`config.mk`:
```
export PLATFORM = sky130hd
export DESIGN_NAME = timer_cmp_ctrl_flat
export DESIGN_NICKNAME = d
export VERILOG_FILES = /design/src/rtl/timer_cmp_ctrl_if.sv /design/src/rtl/timer_cmp_ctrl.sv /design/src/flat_wrapper.sv
export SDC_FILE = /design/constraint.sdc
export NUM_CORES = 1
export LEC_CHECK = 0
export BUFFER_PORTS_ARGS = -buffer_cell sky130_fd_sc_hd__clkbuf_2
export CAP_MARGIN = 20
export CORE_MARGIN = 3
export CORE_UTILIZATION = 45
export CTS_BUF_LIST = sky130_fd_sc_hd__clkbuf_2
export DETAILED_ROUTE_END_ITERATION = 12
export PLACE_DENSITY = 0.74
export REMOVE_ABC_BUFFERS = 1
export SLEW_MARGIN = 10
export SYNTH_ARGS = -nofsm -noshare
export SYNTH_HDL_FRONTEND = slang
export SYNTH_SLANG_ARGS = --single-unit
```
`constraint.sdc`:
```
create_clock -name clk -period 7.8 [get_ports clk]
set_input_delay 1.56 -clock clk [delete_from_list [all_inputs] [get_ports clk]]
set_output_delay 1.56 -clock clk [all_outputs]
set_load 0.02 [all_outputs]
```
`src/rtl/timer_cmp_ctrl_if.sv`:
```
`default_nettype none
// ============================================================================
// Module   : timer_cmp_ctrl_if
// Brief    : Register-bus bundle for the timer/compare controller.
// Revision : 1.0
// ============================================================================
interface timer_cmp_ctrl_if;
    logic        cen;
    logic        wr;
    logic [2:0]  addr;
    logic [63:0] wdata;
    logic [63:0] rdata;
    logic        error;
    logic        irq;

    modport master (
        output cen, wr, addr, wdata,
        input  rdata, error, irq
    );

    modport slave (
        input  cen, wr, addr, wdata,
        output rdata, error, irq
    );
endinterface
`default_nettype wire

```
`src/rtl/timer_cmp_ctrl.sv`:
```
`default_nettype none
// ============================================================================
// Module   : timer_cmp_ctrl
// Brief    : 64-bit prescaled timer with one-shot/periodic compare interrupt.
// Revision : 1.0
// ============================================================================
module timer_cmp_ctrl #(
    parameter int PRESCALE_W = 8
) (
    input  wire logic         clk,
    input  wire logic         rstn,
    timer_cmp_ctrl_if.slave   bus
);

    localparam logic [2:0] c_ADDR_MTIME  = 3'd0;
    localparam logic [2:0] c_ADDR_CMP    = 3'd1;
    localparam logic [2:0] c_ADDR_CTRL   = 3'd2;
    localparam logic [2:0] c_ADDR_STATUS = 3'd3;
    localparam logic [2:0] c_ADDR_PERIOD = 3'd4;
    localparam logic [2:0] c_ADDR_LIMIT  = 3'd5;

    typedef enum logic [1:0] {
        ST_IDLE  = 2'd0,
        ST_ARMED = 2'd1,
        ST_FIRED = 2'd2
    } state_t;

    state_t                 state_q;
    logic [63:0]            mtime_q,    mtime_d;
    logic [63:0]            mtimecmp_q, mtimecmp_d;
    logic [63:0]            period_q,   period_d;
    logic                   en_q,       en_d;
    logic                   periodic_q, periodic_d;
    logic [PRESCALE_W-1:0]  prescale_q, prescale_d;
    logic [PRESCALE_W-1:0]  pcnt_q,     pcnt_d;
    logic                   pending_q,  pending_d;

    logic        w_err;
    logic        w_we;
    logic        w_wr_mtime, w_wr_cmp, w_wr_ctrl, w_wr_status, w_wr_period;
    logic        w_tick;
    logic        w_match;
    logic        w_reload;
    logic [63:0] w_rdata;

    // Unmapped accesses are flagged and never reach any register decode.
    assign w_err       = bus.cen && (bus.addr >= c_ADDR_LIMIT);
    assign w_we        = bus.cen && bus.wr && !w_err;
    assign w_wr_mtime  = w_we && (bus.addr == c_ADDR_MTIME);
    assign w_wr_cmp    = w_we && (bus.addr == c_ADDR_CMP);
    assign w_wr_ctrl   = w_we && (bus.addr == c_ADDR_CTRL);
    assign w_wr_status = w_we && (bus.addr == c_ADDR_STATUS);
    assign w_wr_period = w_we && (bus.addr == c_ADDR_PERIOD);

    assign w_tick   = en_q && (pcnt_q == prescale_q);
    assign w_match  = (state_q == ST_ARMED) && (mtime_q >= mtimecmp_q);
    assign w_reload = periodic_q && (period_q != 64'd0);

    always_comb begin
        mtime_d = mtime_q;
        if (w_wr_mtime)
            mtime_d = bus.wdata;
        else if (w_tick)
            mtime_d = mtime_q + 64'd1;

        pcnt_d = pcnt_q;
        if (w_wr_ctrl)
            pcnt_d = '0;
        else if (en_q)
            pcnt_d = w_tick ? '0 : pcnt_q + PRESCALE_W'(1);

        // A software compare write discards the periodic auto-advance.
        mtimecmp_d = mtimecmp_q;
        if (w_wr_cmp)
            mtimecmp_d = bus.wdata;
        else if (w_match && w_reload)
            mtimecmp_d = mtimecmp_q + period_q;

        period_d = w_wr_period ? bus.wdata : period_q;

        en_d       = en_q;
        periodic_d = periodic_q;
        prescale_d = prescale_q;
        if (w_wr_ctrl) begin
            en_d       = bus.wdata[0];
            periodic_d = bus.wdata[1];
            prescale_d = bus.wdata[PRESCALE_W+1:2];
        end

        pending_d = pending_q;
        if (w_match)
            pending_d = 1'b1;
        else if (w_wr_status && bus.wdata[0])
            pending_d = 1'b0;
    end

    always_ff @(posedge clk) begin
        if (!rstn) begin
            mtime_q    <= 64'd0;
            mtimecmp_q <= '1;
            period_q   <= 64'd0;
            en_q       <= 1'b0;
            periodic_q <= 1'b0;
            prescale_q <= '0;
            pcnt_q     <= '0;
            pending_q  <= 1'b0;
            state_q    <= ST_IDLE;
        end else begin
            mtime_q    <= mtime_d;
            mtimecmp_q <= mtimecmp_d;
            period_q   <= period_d;
            en_q       <= en_d;
            periodic_q <= periodic_d;
            prescale_q <= prescale_d;
            pcnt_q     <= pcnt_d;
            pending_q  <= pending_d;

            case (state_q)
                ST_IDLE:  ;
                ST_ARMED: if (w_match && !w_reload) state_q <= ST_FIRED;
                ST_FIRED: if (w_wr_cmp) state_q <= ST_ARMED;
                default:  state_q <= ST_IDLE;
            endcase

            // Disabling always parks the FSM; enabling only arms it from IDLE.
            if (w_wr_ctrl) begin
                if (!bus.wdata[0])
                    state_q <= ST_IDLE;
                else if (state_q == ST_IDLE)
                    state_q <= ST_ARMED;
            end
        end
    end

    always_comb begin
        w_rdata = 64'd0;
        if (bus.cen && !bus.wr) begin
            case (bus.addr)
                c_ADDR_MTIME:  w_rdata = mtime_q;
                c_ADDR_CMP:    w_rdata = mtimecmp_q;
                c_ADDR_CTRL:   w_rdata = 64'({prescale_q, periodic_q, en_q});
                c_ADDR_STATUS: w_rdata = 64'(pending_q);
                c_ADDR_PERIOD: w_rdata = period_q;
                default:       w_rdata = 64'd0;
            endcase
        end
    end

    assign bus.rdata = w_rdata;
    assign bus.error = w_err;
    assign bus.irq   = pending_q;

endmodule
`default_nettype wire

```
`src/flat_wrapper.sv`:
```
// flat-port wrapper written by rule: the top's interface ports become plain ports
module timer_cmp_ctrl_flat 
#(
    parameter int PRESCALE_W = 8
)
  (clk, rstn, bus_cen, bus_wr, bus_addr, bus_wdata, bus_rdata, bus_error, bus_irq);
  timer_cmp_ctrl_if bus_i ();
  input  wire logic clk;
  input  wire logic rstn;
  input wire logic [$bits(bus_i.cen)-1:0] bus_cen;
  input wire logic [$bits(bus_i.wr)-1:0] bus_wr;
  input wire logic [$bits(bus_i.addr)-1:0] bus_addr;
  input wire logic [$bits(bus_i.wdata)-1:0] bus_wdata;
  output wire logic [$bits(bus_i.rdata)-1:0] bus_rdata;
  output wire logic [$bits(bus_i.error)-1:0] bus_error;
  output wire logic [$bits(bus_i.irq)-1:0] bus_irq;
  assign bus_i.cen = bus_cen;
  assign bus_i.wr = bus_wr;
  assign bus_i.addr = bus_addr;
  assign bus_i.wdata = bus_wdata;
  assign bus_rdata = bus_i.rdata;
  assign bus_error = bus_i.error;
  assign bus_irq = bus_i.irq;
  timer_cmp_ctrl #(.PRESCALE_W(PRESCALE_W)) u_core (.clk(clk), .rstn(rstn), .bus(bus_i));
endmodule
```
==> qor.txt, run 1 <==
status: complete, no violations
Synth cell types: 77
Synth Warn #: 0
WL met2: 25.4 mm
die area: 0.0386 mm²
Die H: 196 µm
Slew headroom: 23.2%
reg-to-reg endpoint: u_core.mtimecmp_q[21]
Syn Inst Count: 2251
Worst Hold End: u_core.prescale_q[4]
data arrival time of the worst path: 4.11 ns
DRC: 0
first-pass GRT wire length: 88.5 mm
Final setup viols: 0
critical path peak fanout: 30
worst hold path type: register to register
metal3 WL: 3.65 mm
FMAX: 176 MHz
synth-to-layout area growth: 8.48%
Site Rows: 69
Initial Utilization: 45.7%
CTS tree: yes
synth top area cells: dfxtp_1 (26%), ha_1 (9.9%), a21oi_1 (7.8%)
WL/cell: 19.7 µm
fin crit period: 5.67 ns
vias in the first global route: 16554
Post-synth EDFFs: 0
pin count of the biggest net entering global routing: 86
depth of the CTS H-tree: 2
Synth Area per Inst: 7.25 µm²
HP Start: u_core.prescale_q[4]
max-slew violations: 0
final clock skew: 0.0736 ns
Seq cells post-synth: 213
initial antenna violation count: 3
register area share after synthesis: 26.1%
Fill cells: 3572
Core ar.: 0.0357 mm²
Die W: 196 µm
nets: 2525
Routed Antenna Nets: 0
crit path kind: input pin to output pin
Vias: 17087
RR Startpoint: u_core.mtimecmp_q[47]
Max Root-Sink Buffers: 3
maxcap violations: 0
PD cells: 139 mW/mm²
CP endpoint kind: output pin
Hold Buf Count CTS: 0
hold slack: 0.491 ns
Most common cell on crit path: clkbuf_2
hold depth: 2
critical path startpoint category: input pin
clock sinks: 213
Boundary Pins: 137
placer's final routability congestion estimate: 0.963
Critical Path, Cell by Cell: clkbuf_2 -> o21ai_0 -> nand3b_1 -> or2_2 -> buf_4 -> nor2_1 -> clkbuf_2
R2R setup slack: 3.06 ns
GRT Total Usage: 28.2%
Post-CTS Resized: 0
post-synth top area share: 26.1%
gr ovfl total: 0
Reg2Reg Depth: 13
most numerous cell in the Yosys netlist: nor2_1
Commonest cells post-synth: nor2_1 (315), nand2_1 (288), a21oi_1 (255), dfxtp_1 (213), ha_1 (129)
share of cells above drive strength 1: 11.9%
total wire length: 55.6 mm
Clock Pin Slew Worst Setup and Hold Paths: 0.08 ns
dpl hpwl: 40.6 mm
initial DRC count: 1317
wl on met1: 24.2 mm
Final TNS setup: 0 ns
share of flip-flops with an asynchronous set or reset: 0%
Top FF cell, synth: dfxtp_1
cell accounting for the most synthesized area: dfxtp_1
via/cell ratio: 6.04
Port-buffer cells: 136
Final Hold Fails: 0
Syn Std Cell Area: 0.0163 mm²
post-route clock period utilization: 72.7%
cts bufs inserted: 59
postcts setup bufs: 0
CTS Root Cell: clkbuf_2
RSZ-0062 raised after global routing: false
Max VDD drop: 89.1 µV
worst skew pair latency: 1.07 ns
Worst Tran Pin Value: 1.15 ns
CP max-delay cell: or2_2
Pleak: 0.00833 µW
max layer used: met5
drt pass-1 iters: 7
CP peak stage delay: 0.61 ns
Worst Path Required: 6.24 ns
[state kept, by name, indices dropped and copies added, names as in the netlist]
name,flops
u_core.period_q,64
u_core.periodic_q,1
u_core.pcnt_q,8
u_core.mtimecmp_q,64
u_core.bus.irq,1
u_core.en_q,1
u_core.prescale_q,8
u_core.state_q,2
u_core.mtime_q,64
[layout make-up]
type	count	area, µm²	share of cell area [%]
well taps	461	577	3.26
inverters	90	340	1.92
clock buffers	86	430	2.43
flip-flops and latches	213	4260	24.1
clock inverters	16	77.6	0.438
diodes	2	5.00	0.0283
multi-input cells	1808	11200	63.3
repair buffers	152	801	4.53
[through the flow]
| step | power, µW | instances | utilization, % | worst slack (ns) | area, µm² |
|---|---|---|---|---|---|
| floorplan | 1480 | 2111 | - | 1.80 | 15800 |
| global placement | 1650 | 2723 | 48.2 | 2.26 | 17200 |
| detailed placement | 1650 | 2723 | 48.2 | 2.14 | 17200 |
| CTS | 2480 | 2825 | 49.6 | 2.13 | 17700 |
| global route | 2590 | 2828 | 49.6 | 1.93 | 17700 |
| finish | 2460 | 2828 | 49.6 | 2.13 | 17700 |
[layout by cell type, fill, tap and decap left out, types with 12 or more instances in the layout]
master,count
clkbuf_2,221
nand4_1,45
xnor2_1,57
a221oi_1,14
nor3_1,28
xor2_1,61
and3_1,18
a21oi_1,255
nor2_1,314
nand3_1,57
dfxtp_1,213
nor4_1,21
mux2i_1,65
ha_1,129
nand2_1,288
o211ai_1,13
buf_4,16
o21ai_0,74
a31oi_1,14
nor2b_1,12
o21ai_1,57
and4_1,13
a211oi_1,72
or3_1,13
inv_1,87
a311oi_1,13
a21o_1,42
[power by group]
| group | internal, µW | total [µW] | switching, µW | leakage, µW |
|---|---|---|---|---|
| clock network | 298 | 821 | 522 | 0.000392 |
| registers | 1100 | 1130 | 25.8 | 0.00172 |
| logic | 191 | 511 | 321 | 0.00621 |
[how the worst max path moves through the flow]
stage / slack, ns / cells past startpoint / from / to
finish: 2.13 / 7 / bus_addr[2] / bus_rdata[11]
global route: 1.93 / 7 / bus_addr[2] / bus_rdata[13]
CTS: 2.13 / 7 / bus_addr[2] / bus_rdata[11]
detailed placement: 2.14 / 7 / bus_addr[2] / bus_rdata[11]
global placement: 2.26 / 7 / bus_addr[0] / bus_rdata[10]
floorplan: 1.80 / 5 / bus_addr[0] / bus_rdata[1]
[logic make-up after synthesis]
group                    synth area share (%)
buffers and inverters                    5.45
AO/OA/AOI/OAI                            24.0
multiplexers                             4.20
AND/OR/NAND/NOR                          23.9
flip-flops                               26.1
XOR/XNOR                                 6.34
adder cells (fa/ha/maj)                  10.0
[critical path: cells and delay by family]
| family | cells | cell delay [ns] |
|---|---|---|
| simple gates | 3 | 1.15 |
| buf+inv | 3 | 1.09 |
| compound gates | 1 | 0.27 |
[metal layers]
layer	global-route usage, %	vias to the layer above
met3	3.83	145
li1	-	8181
met1	37.1	8059
met5	0	-
met4	12.8	2
met2	46.4	700
(Power assumes the default switching activity.)
==> run 2, diff against run 1 <==
==> constraint.sdc (replaced) <==
create_clock -name clk -period 5.67 [get_ports clk]
set_input_delay 1.134 -clock clk [delete_from_list [all_inputs] [get_ports clk]]
set_output_delay 1.134 -clock clk [all_outputs]
set_load 0.02 [all_outputs]
==> qor.txt, run 2 (synthesis gave the netlist of run 1 again) <==
RR Startpoint: u_core.mtimecmp_q[45] (was u_core.mtimecmp_q[47])
first-pass GRT wire length: 88.9 mm (was 88.5 mm)
synth-to-layout area growth: 9.07% (was 8.48%)
initial antenna violation count: 2 (was 3)
data arrival time of the worst path: 3.47 ns (was 4.11 ns)
routing usage on met1: 37.0% (was 37.1%)
CP startpoint: bus_addr[1] (was bus_addr[2])
post-route clock period utilization: 81.1%
Post-CTS Resized: 0 (unchanged)
critical path peak fanout: 30 (unchanged)
RSZ-0062 raised after global routing: false (unchanged)
Port-buffer cells: 136 (unchanged)
via/cell ratio: 6.03 (was 6.04)
placed insts: 2727 (was 2723)
met3 Track Usage GR: 4.62% (was 3.83%)
Max VDD drop: 101 µV (was 89.1 µV)
most frequent cells in the layout: nor2_1 (314), nand2_1 (288), a21oi_1 (255) (unchanged)
Clock Pin Slew Worst Setup and Hold Paths: 0.10 ns (was 0.08 ns)
dpl hpwl: 41.6 mm (was 40.6 mm)
gr ovfl total: 0 (unchanged)
met2 Track Usage GR: 47.5% (was 46.4%)
Hold Buf Count CTS: 0 (unchanged)
Worst Path Required: 4.54 ns (was 6.24 ns)
most crowded layer after global routing: met2 (unchanged)
DP Worst Slack: 1.11 ns (was 2.14 ns)
Buf/Inv on CP: 3 (unchanged)
Worst Tran Pin Value: 1.14 ns (was 1.15 ns)
Final Hold Fails: 0 (unchanged)
largest registers: u_core.mtime_q x64, u_core.mtimecmp_q x64, u_core.period_q x64 (unchanged)
Pleak: 0.00838 µW (was 0.00833 µW)
Final setup viols: 0 (unchanged)
crit-path leading delay family: simple AND/OR/NAND/NOR gates (unchanged)
worst hold path type: input pin to register (was register to register)
vias in the first global route: 16435 (was 16554)
Vias: 17114 (was 17087)
share of cells above drive strength 1: 12.1% (was 11.9%)
clock sinks: 213 (unchanged)
initial DRC count: 1610 (was 1317)
most common cell after layout, fill and taps aside: nor2_1 (unchanged)
die area: 0.0386 mm² (unchanged)
FMAX: 217 MHz
Critical Path, Cell by Cell: clkbuf_2 -> o21ai_0 -> nand3b_1 -> or2_2 -> buf_4 -> nor2_1 -> clkbuf_2 (unchanged)
Most common cell on crit path: clkbuf_2 (unchanged)
critical path startpoint category: input pin (unchanged)
status: complete, no violations (unchanged)
crit path kind: input pin to output pin (unchanged)
Core ar.: 0.0357 mm² (unchanged)
non-filler cells, final: 2836 (was 2828)
Die H: 196 µm (unchanged)
total power: 3460 µW (was 2460 µW)
HP Start: bus_wdata[22] (was u_core.prescale_q[4])
Boundary Pins: 137 (unchanged)
Initial Utilization: 45.7% (unchanged)
Slew headroom: 23.6% (was 23.2%)
fin crit period: 4.60 ns
worst skew pair latency: 1.11 ns (was 1.07 ns)
Max Root-Sink Buffers: 3 (unchanged)
placer's final routability congestion estimate: 0.995 (was 0.963)
CP endpoint kind: output pin (unchanged)
Final WS setup: 1.07 ns (was 2.13 ns)
R2R setup slack: 1.46 ns (was 3.06 ns)
CP peak stage delay: 0.68 ns (was 0.61 ns)
post-layout util: 49.9% (was 49.6%)
PD cells: 195 mW/mm² (was 139 mW/mm²)
Final TNS setup: 0 ns (unchanged)
Routed Antenna Nets: 0 (unchanged)
CTS Root Cell: clkbuf_2 (unchanged)
final clock skew: 0.124 ns (was 0.0736 ns)
drt pass-1 iters: 8 (was 7)
depth of the CTS H-tree: 2 (unchanged)
GRT Total Usage: 28.4% (was 28.2%)
CTS tree: yes (unchanged)
DRC: 0 (unchanged)
Site Rows: 69 (unchanged)
Die W: 196 µm (unchanged)
pin count of the biggest net entering global routing: 84 (was 86)
max-slew violations: 0 (unchanged)
postcts setup bufs: 0 (unchanged)
WL/cell: 20.0 µm (was 19.7 µm)
maxcap violations: 0 (unchanged)
cts bufs inserted: 59 (unchanged)
nets: 2529 (was 2525)
CP max-delay cell: or2_2 (unchanged)
total wire length: 56.7 mm (was 55.6 mm)
[run 2: final cells by class]
cell class              instances  area, µm²
clock buffers                  89        445
inverters                      90        340
repair buffers                156        853
flip-flops and latches        213       4260
diodes                          3       7.51
multi-input cells            1808      11200
clock inverters                16       97.6
well taps                     461        577
fillers                      3565      17900
[run 2: worst paths after layout]
check,end,depth (start not counted)
min reg2reg,u_core.prescale_q[2],2
max,bus_rdata[11],7
min,u_core.period_q[22],3
max reg2reg,u_core.mtimecmp_q[53],12
[run 2: tightest hold or removal path, stage by stage]
cell      delay (ns)
clkbuf_2        0.10
nand2_1         0.06
a21oi_1         0.05
[run 2: through the flow]
| stage | hold WS [ns] | area (µm²) |
|---|---|---|
| floorplan | 0.449 | 15800 |
| global placement | 0.470 | 17200 |
| detailed placement | 0.482 | 17200 |
| CTS | 0.193 | 17700 |
| global route | 0.228 | 17800 |
| finish | 0.276 | 17800 |
[run 2: report_power, final]
| part | leakage [µW] | internal (µW) | total [µW] | switching [µW] |
|---|---|---|---|---|
| Clock | 0.000415 | 468 | 1200 | 728 |
| Combinational | 0.00624 | 265 | 710 | 446 |
| Sequential | 0.00172 | 1520 | 1560 | 36.2 |
| Total | 0.00838 | 2250 | 3460 | 1210 |
[run 2: metal layers]
layer	part of all wire (%)	up-vias
met3	6.6	133
met4	3.2	0
met5	0	-
met2	47	686
met1	43	8116
li1	-	8179
==> run 3, diff against run 2 <==
--- a/config.mk
+++ b/config.mk
@@ -11,7 +11,7 @@
 export CORE_UTILIZATION = 45
 export CTS_BUF_LIST = sky130_fd_sc_hd__clkbuf_2
 export DETAILED_ROUTE_END_ITERATION = 12
-export PLACE_DENSITY = 0.74
+export PLACE_DENSITY = 0.76
 export REMOVE_ABC_BUFFERS = 1
 export SLEW_MARGIN = 10
 export SYNTH_ARGS = -nofsm -noshare
==> constraint.sdc (replaced) <==
create_clock -name clk -period 4 [get_ports clk]
set_input_delay 0.8 -clock clk [delete_from_list [all_inputs] [get_ports clk]]
set_output_delay 0.8 -clock clk [all_outputs]
set_load 0.02 [all_outputs]
==> qor.txt, run 3 (synthesis gave the netlist of run 1 again) <==
status: complete, no violations (unchanged)
clock sinks: 213 (unchanged)
cts bufs inserted: 58 (was 59)
via/cell ratio: 6.10 (was 6.03)
Die H: 196 µm (unchanged)
first-pass GRT wire length: 90.4 mm (was 88.9 mm)
max layer used: met5 (was met4)
design area: 0.0180 mm² (was 0.0178 mm²)
critical path startpoint category: register (was input pin)
Port-buffer cells: 136 (unchanged)
Slew headroom: 34.7% (was 23.6%)
max-slew violations: 0 (unchanged)
Max Root-Sink Buffers: 3 (unchanged)
largest registers: u_core.mtime_q x64, u_core.mtimecmp_q x64, u_core.period_q x64 (unchanged)
worst skew pair latency: 0.99 ns (was 1.11 ns)
WL met2: 26.5 mm (was 26.8 mm)
fin crit period: 3.89 ns
share of cells above drive strength 1: 12.6% (was 12.1%)
total wire length: 57.4 mm (was 56.7 mm)
critical path peak fanout: 6 (was 30)
Initial Utilization: 45.7% (unchanged)
WL/cell: 20.1 µm (was 20.0 µm)
depth of the CTS H-tree: 2 (unchanged)
pin count of the biggest net entering global routing: 126 (was 84)
wl on met1: 24.1 mm (was 24.3 mm)
Site Rows: 69 (unchanged)
initial DRC count: 1640 (was 1610)
dpl hpwl: 42.1 mm (was 41.6 mm)
post-route clock period utilization: 97.3%
non-filler cells, final: 2852 (was 2836)
CTS Root Cell: clkbuf_2 (unchanged)
most frequent cells in the layout: nor2_1 (314), nand2_1 (288), a21oi_1 (255) (unchanged)
maxcap violations: 0 (unchanged)
metal3 WL: 4.29 mm (was 3.73 mm)
most common cell after layout, fill and taps aside: nor2_1 (unchanged)
Core ar.: 0.0357 mm² (unchanged)
gr ovfl total: 0 (unchanged)
Vias: 17400 (was 17114)
nets: 2552 (was 2529)
CTS tree: yes (unchanged)
Die W: 196 µm (unchanged)
RSZ-0062 raised after global routing: false (unchanged)
CP endpoint kind: register (was output pin)
data arrival time of the worst path: 4.65 ns (was 3.47 ns)
Routed Antenna Nets: 0 (unchanged)
worst hold path type: input pin to register (unchanged)
Final TNS setup: 0 ns (unchanged)
Fill cells: 3581 (was 3565)
Boundary Pins: 137 (unchanged)
Max VDD drop: 191 µV (was 101 µV)
initial antenna violation count: 2 (unchanged)
PD cells: 269 mW/mm² (was 195 mW/mm²)
placed insts: 2746 (was 2727)
synth-to-layout area growth: 10.4% (was 9.07%)
vias in the first global route: 16666 (was 16435)
crit path kind: register to register (was input pin to output pin)
die area: 0.0386 mm² (unchanged)
Final Hold Fails: 0 (unchanged)
DRC: 0 (unchanged)
Worst Tran Pin Value: 0.978 ns (was 1.14 ns)
Clock Pin Slew Worst Setup and Hold Paths: 0.13 ns (was 0.10 ns)
Placed Area: 0.0174 mm² (was 0.0172 mm²)
drt pass-1 iters: 5 (was 8)
Worst Path Required: 4.76 ns (was 4.54 ns)
Final setup viols: 0 (unchanged)
GRT Total Usage: 28.9% (was 28.4%)
placer's final routability congestion estimate: 0.980 (was 0.995)
FMAX: 257 MHz
final clock skew: 0.0956 ns (was 0.124 ns)
Pleak: 0.00849 µW (was 0.00838 µW)
-- run 3: changes by cell type in the layout (fill, tap and decap cells not counted), sizes merged --
cell         change
clkinvlp         +1
clkbuf           -7
clkinv           +1
diode            -2
buf             +18
dlygate4sd3      +6
bufinv           -1
-- run 3: stage by stage --
step	util, %	worst slack (ns)	hold slack [ns]	total power, µW
floorplan	-	-1.21	0.449	2890
global placement	48.9	0.334	0.474	3270
detailed placement	48.9	0.323	0.476	3270
CTS	50.5	0.144	0.00260	4850
global route	50.5	0.0184	0.0511	5060
finish	50.5	0.106	0.0758	4840
-- run 3: what timing repair did --
item	CTS	global route
endpoints found under the hold margin	6	0
setup buffers	0	0
hold buffers	6	0
endpoints found under the setup margin	0	2
resized for setup	0	1
-- run 3: worst max-delay path, cell delays in order, from the launching register on --
cell,delay [ns]
dfxtp_1,0.41
ha_1,0.25
inv_1,0.07
fa_1,0.18
nor2b_1,0.08
o211a_1,0.23
o31ai_1,0.45
o21ai_1,0.17
a31oi_1,0.60
o31ai_4,0.22
a21boi_1,0.45
o221ai_1,0.24
mux2i_1,0.19
nand4_1,0.10
-- run 3: where the power goes --
part | switching [µW] | leakage, µW | internal (µW) | total [µW]
Sequential | 49.0 | 0.00172 | 2150 | 2200
Clock | 1020 | 0.000383 | 556 | 1580
Combinational | 653 | 0.00639 | 405 | 1060
Total | 1720 | 0.00849 | 3120 | 4840
-- run 3: routing by layer --
layer  global-route usage, %  vias up
met2                    48.2      713
li1                        -     8235
met4                    12.4        2
met5                       0        -
met3                    5.04      157
met1                    36.9     8293
-- run 3: worst paths after layout --
check	slack, ns	startpoint	end	depth (start not counted)
max	0.11	u_core.period_q[0]	u_core.mtimecmp_q[40]	13
min	0.08	bus_wdata[10]	u_core.period_q[10]	3
max reg2reg	0.11	u_core.period_q[0]	u_core.mtimecmp_q[40]	13
min reg2reg	0.49	u_core.prescale_q[2]	u_core.prescale_q[2]	2
-- run 3: area by class of cell --
cell class,instances,area [µm²],share of cell area (%)
antenna,1,2.50,0.0139
clock buffer,82,410,2.28
clock inverter,17,78.8,0.438
inverter,90,340,1.89
multi-input combinational,1808,11200,62.2
sequential,213,4260,23.7
tap,461,577,3.20
timing repair buffer,180,1130,6.27
